File: config.mk
export PLATFORM = sky130hd
export DESIGN_NAME = disp_seq_ctrl_flat
export DESIGN_NICKNAME = d
export VERILOG_FILES = /design/src/rtl/disp_pkg.sv /design/src/rtl/disp_seq_ctrl_if.sv /design/src/rtl/disp_tick_timer.sv /design/src/rtl/disp_seq_ctrl.sv /design/src/flat_wrapper.sv
export SDC_FILE = /design/constraint.sdc
export NUM_CORES = 1
export LEC_CHECK = 0
export ABC_AREA = 1
export BUFFER_PORTS_ARGS = -buffer_cell sky130_fd_sc_hd__buf_2
export CAP_MARGIN = 20
export CORE_MARGIN = 2
export CORE_UTILIZATION = 58
export CTS_CLUSTER_SIZE = 40
export DETAILED_ROUTE_END_ITERATION = 16
export GPL_TIMING_DRIVEN = 0
export PLACE_DENSITY = 0.81
export SYNTH_ARGS = -nofsm -noshare
export SYNTH_HDL_FRONTEND = slang
export SYNTH_SLANG_ARGS = --single-unit
File: constraint.sdc
create_clock -name clk -period 3.5 [get_ports clk]
set_clock_uncertainty 0.05 [all_clocks]
set_input_delay 0.35 -clock clk [delete_from_list [all_inputs] [get_ports clk]]
set_output_delay 0.35 -clock clk [all_outputs]
set_load 0.01 [all_outputs]
File: src/rtl/disp_pkg.sv
// Shared display-select definitions: sequencer state encoding and mux select codes.
// Consumed by both the display sequencer and the six-digit display multiplexer.
package disp_pkg;

  typedef enum logic [2:0] {
    ST_MODE   = 3'd0,
    ST_WAIT   = 3'd1,
    ST_PLAY   = 3'd2,
    ST_FLASH  = 3'd3,
    ST_RES_HI = 3'd4,
    ST_RES_LO = 3'd5
  } disp_state_e;

  localparam logic [2:0] SEL_DASH     = 3'b000;
  localparam logic [2:0] SEL_MODE     = 3'b001;
  localparam logic [2:0] SEL_SCRAM    = 3'b010;
  localparam logic [2:0] SEL_SCORE_HI = 3'b011;
  localparam logic [2:0] SEL_SCORE_LO = 3'b100;

  // WAIT and FLASH both show dashes; any unused encoding falls back to dashes too.
  function automatic logic [2:0] sel_of_state(disp_state_e s);
    logic [2:0] sel;
    case (s)
      ST_MODE:   sel = SEL_MODE;
      ST_PLAY:   sel = SEL_SCRAM;
      ST_RES_HI: sel = SEL_SCORE_HI;
      ST_RES_LO: sel = SEL_SCORE_LO;
      default:   sel = SEL_DASH;
    endcase
    return sel;
  endfunction

endpackage

File: src/rtl/disp_seq_ctrl_if.sv
// Game-flow event inputs and display-select outputs of the display sequencer.
// master = game-flow side, slave = sequencer.
interface disp_seq_ctrl_if;
  logic       tick;
  logic       start;
  logic       round_new;
  logic       round_done;
  logic       game_over;
  logic       ack;
  logic [2:0] controlSig;
  logic [2:0] state_o;
  logic       pend_o;

  modport master (
    output tick, start, round_new, round_done, game_over, ack,
    input  controlSig, state_o, pend_o
  );

  modport slave (
    input  tick, start, round_new, round_done, game_over, ack,
    output controlSig, state_o, pend_o
  );
endinterface

File: src/rtl/disp_tick_timer.sv
// Counts prescaler ticks up to limit; done flags the tick that completes the count.
// The counter clears itself on done and whenever the owner asserts clr.
module disp_tick_timer #(
  parameter int unsigned CNT_W = 12
) (
  input  logic             clk,
  input  logic             rst,
  input  logic             clr,
  input  logic             tick,
  input  logic [CNT_W-1:0] limit,
  output logic             done
);

  logic [CNT_W-1:0] cnt_q, cnt_d;

  assign done = tick && (cnt_q == limit - CNT_W'(1));

  always_comb begin
    cnt_d = cnt_q;
    if (clr || done) begin
      cnt_d = '0;
    end else if (tick) begin
      cnt_d = cnt_q + CNT_W'(1);
    end
  end

  always_ff @(posedge clk) begin
    if (rst) begin
      cnt_q <= '0;
    end else begin
      cnt_q <= cnt_d;
    end
  end

endmodule

File: src/rtl/disp_seq_ctrl.sv
// Display sequencer: walks mode/wait/play/flash/results pages from game events and
// drives the display-mux select code straight from the state register.
module disp_seq_ctrl
  import disp_pkg::*;
#(
  parameter int unsigned PAGE_TICKS  = 3000,
  parameter int unsigned FLASH_TICKS = 500,
  parameter int unsigned CNT_W       = 12
) (
  input  logic           clk,
  input  logic           rst,
  disp_seq_ctrl_if.slave bus
);

  disp_state_e      state_q, state_d;
  logic             pend_q, pend_d;
  logic [CNT_W-1:0] limit;
  logic             timer_clr;
  logic             timer_done;

  assign limit = (state_q == ST_FLASH) ? CNT_W'(FLASH_TICKS) : CNT_W'(PAGE_TICKS);

  always_comb begin
    state_d = state_q;
    pend_d  = pend_q;
    case (state_q)
      ST_MODE: begin
        if (bus.start) state_d = ST_WAIT;
      end
      ST_WAIT: begin
        if (bus.round_new) state_d = ST_PLAY;
      end
      ST_PLAY: begin
        if (bus.round_done) state_d = bus.game_over ? ST_RES_HI : ST_FLASH;
      end
      ST_FLASH: begin
        if (bus.round_new) pend_d = 1'b1;
        // A round_new arriving on the final tick still counts for this exit.
        if (timer_done) begin
          pend_d = 1'b0;
          if (bus.game_over) begin
            state_d = ST_RES_HI;
          end else if (pend_q || bus.round_new) begin
            state_d = ST_PLAY;
          end else begin
            state_d = ST_WAIT;
          end
        end
      end
      ST_RES_HI, ST_RES_LO: begin
        if (bus.ack) begin
          state_d = ST_MODE;
        end else if (timer_done) begin
          state_d = (state_q == ST_RES_HI) ? ST_RES_LO : ST_RES_HI;
        end
      end
      default: state_d = ST_MODE;
    endcase
    if (state_d == ST_MODE) pend_d = 1'b0;
  end

  // Counter only runs in the timed states and restarts on every state change.
  assign timer_clr = (state_d != state_q) ||
                     !(state_q inside {ST_FLASH, ST_RES_HI, ST_RES_LO});

  disp_tick_timer #(
    .CNT_W (CNT_W)
  ) u_timer (
    .clk   (clk),
    .rst   (rst),
    .clr   (timer_clr),
    .tick  (bus.tick),
    .limit (limit),
    .done  (timer_done)
  );

  always_ff @(posedge clk) begin
    if (rst) begin
      state_q <= ST_MODE;
      pend_q  <= 1'b0;
    end else begin
      state_q <= state_d;
      pend_q  <= pend_d;
    end
  end

  assign bus.controlSig = sel_of_state(state_q);
  assign bus.state_o    = state_q;
  assign bus.pend_o     = pend_q;

endmodule

File: src/flat_wrapper.sv
// flat-port wrapper written by rule: the top's interface ports become plain ports
module disp_seq_ctrl_flat import disp_pkg::*;
#(
  parameter int unsigned PAGE_TICKS  = 3000,
  parameter int unsigned FLASH_TICKS = 500,
  parameter int unsigned CNT_W       = 12
)
  (clk, rst, bus_tick, bus_start, bus_round_new, bus_round_done, bus_game_over, bus_ack, bus_controlSig, bus_state_o, bus_pend_o);
  disp_seq_ctrl_if bus_i ();
  input  logic clk;
  input  logic rst;
  input wire logic [$bits(bus_i.tick)-1:0] bus_tick;
  input wire logic [$bits(bus_i.start)-1:0] bus_start;
  input wire logic [$bits(bus_i.round_new)-1:0] bus_round_new;
  input wire logic [$bits(bus_i.round_done)-1:0] bus_round_done;
  input wire logic [$bits(bus_i.game_over)-1:0] bus_game_over;
  input wire logic [$bits(bus_i.ack)-1:0] bus_ack;
  output wire logic [$bits(bus_i.controlSig)-1:0] bus_controlSig;
  output wire logic [$bits(bus_i.state_o)-1:0] bus_state_o;
  output wire logic [$bits(bus_i.pend_o)-1:0] bus_pend_o;
  assign bus_i.tick = bus_tick;
  assign bus_i.start = bus_start;
  assign bus_i.round_new = bus_round_new;
  assign bus_i.round_done = bus_round_done;
  assign bus_i.game_over = bus_game_over;
  assign bus_i.ack = bus_ack;
  assign bus_controlSig = bus_i.controlSig;
  assign bus_state_o = bus_i.state_o;
  assign bus_pend_o = bus_i.pend_o;
  disp_seq_ctrl #(.PAGE_TICKS(PAGE_TICKS), .FLASH_TICKS(FLASH_TICKS), .CNT_W(CNT_W)) u_core (.clk(clk), .rst(rst), .bus(bus_i));
endmodule
==> qor.txt <==
Max frequency = 543.7 MHz
Worst-path maximum fanout = 10
DRC Markers = 0
Initial DRC count = 40
Synth warn = 0
Rel. slew slack = 0.8214
Post-CTS Hold Fix Bufs = 0
Top Ports = 15
Period utilisation layout = 0.5255
Layout Cells excl Fill = 170
GR Layer Usage met3 = 0.04800
First-pass iteration count of the detailed router = 4
Initial Util = 0.6274
M2 GR Usage = 0.3449
Fin Hold WS = 0.2163 ns
Power, Total = 347.1 uW
Initial antenna violation count = 0
Vias per cell = 5.424
Placed Cells = 166
Hold path depth = 2
Dpl hpwl = 1588 um
Worst VDD drop = 236.5 uV
Die width = 44.84 um
Worst skew pair latency = 0.28 ns
CTS buffer count = 3
TNS Setup = 0 ns
Nets = 164
Worst Hold Class = in -> reg
Post-CTS sizing = 0
Cell area after layout = 0.001094 mm^2
Max Cap Violations = 0
Reg clk slew, reported paths = 0.10 ns
TritonCTS clock tree = built
Area of the mapped netlist = 967.2 um^2
CTS root buffer = clkbuf_4
GRT Max-Usage Layer = met2
Die span in y = 44.84 um
Yosys cell types = 24
Final Hold Fails = 0
R2R depth = 9
Most frequent cells in the layout = 21 x nand2_1, 20 x nor2_1, 16 x dfxtp_1, 14 x inv_1, 14 x buf_2
Most common cell after layout, fill and taps aside = nand2_1
Crit start category = flop
Number of global-route vias before repair = 803
Crit path kind = reg -> reg
First-pass GRT wire length = 3415 um
Post-DP Area = 0.001057 mm^2
H-tree Lvls = 1
Critical Path AT = 1.97 ns
Gpl congestion = 0.8823
Final ANT Viol Nets = 0
Area delta synth->final = 13.07%
Met1 GRT Util = 0.3416
Sequential share of the synthesized area = 0.3312
Syn avg cell area = 7.112 um^2
Cell Pwr Density = 317.4 mW/mm^2
Total grt overflow = 0
Final worst slack = 1.661 ns
Wire length per cell = 12.11 um
Syn Inst Count = 136
Sinks on Clock Net = 16
Core footprint = 0.001541 mm^2
Largest net degree at the start of global routing = 11
Syn_nets = 145
Die area = 0.002010 mm^2
Required time of the critical path = 3.63 ns
Fin. max-slew vios = 0
Multi-input combinational cell area = 564.3 um^2
Fillers = 140
GRT Total Usage = 0.2331
Result of the run = complete, no violations
Vias = 922
Fin crit period = 1.839 ns
Sequential cell area = 320.3 um^2
Flops & latches, synth = 16
RSZ-0062 raised after global routing = no
Port Buf Inserts = 14
Drt total wl = 2058 um
Endpoint class of the critical path = flop
Ant. Diodes = 0
Layout cells sized above 1 = 0.2662
Worst-Margin Slew = 0.2670 ns
Post-layout util = 0.7094
Final setup viols = 0
FP Rows = 14
Clock buffer depth = 2
Post-CTS setup buffers = 0
Leakage = 0.4221 nW
DP Worst Slack = 1.717 ns
[final timing paths]
check	end	startpoint	slack, ns
setup / recovery	u_core.u_timer.cnt_q[9]	u_core.u_timer.cnt_q[0]	1.66
hold / removal	u_core.bus.state_o[1]	rst	0.22
setup reg to reg	u_core.u_timer.cnt_q[9]	u_core.u_timer.cnt_q[0]	1.66
hold reg to reg	u_core.u_timer.cnt_q[0]	u_core.u_timer.cnt_q[0]	0.54
[cells in the mapped netlist]
cell type	n	share of area
o21ai_2	1	0.0091
o22ai_1	1	0.0065
nand3_1	10	0.052
nand3b_2	1	0.012
nand2_2	2	0.013
inv_1	14	0.054
ha_1	1	0.013
nand2_4	1	0.012
nand4_1	8	0.052
xnor2_1	5	0.045
a21oi_1	3	0.016
nor3_2	1	0.010
o21ai_0	5	0.026
buf_6	1	0.012
nor2_2	10	0.065
clkinv_1	1	0.0039
inv_2	4	0.016
xor2_1	6	0.054
nand2_1	21	0.082
o22a_1	1	0.0091
nor2_1	20	0.078
o211ai_1	1	0.0078
dfxtp_1	16	0.33
nor2_4	2	0.023
[worst max-delay path: stages, from the launching register on]
cell	delay, ns
dfxtp_1	0.39
ha_1	0.23
nand4_1	0.12
nor2_2	0.21
nand4_1	0.20
nand2_1	0.13
nand2_1	0.08
nand3b_2	0.10
buf_6	0.19
nor2_2	0.04
[area by class of cell]
class	count	area share
tap	16	0.01831
sequential	16	0.2929
timing repair buffer	14	0.06407
clock buffer	4	0.03318
inverter	19	0.06522
multi-input combinational	100	0.5160
buffer	1	0.01030
[registers in the layout, summed over array words and instances (netlist names)]
register              count
u_core.u_timer.cnt_q     12
u_core.bus.state_o        3
u_core.bus.pend_o         1
[metal layers]
metal	vias to the layer above	wire [um]
li1	471	-
met1	422	1021
met2	27	934
met3	2	84
met4	0	18
met5	-	0
[power by group]
group,internal [mW],switching [mW]
sequential,0.184,0.00356
combinational,0.0149,0.0238
clock,0.0632,0.0574
total,0.262,0.0848
[cell families after synthesis]
family | synth area share
buf+inv | 0.08537
xor+xnor | 0.09961
compound gates | 0.07374
simple gates | 0.3972
fa+ha+maj | 0.01293
flops | 0.3312
Power figures use the tool's default switching activity.
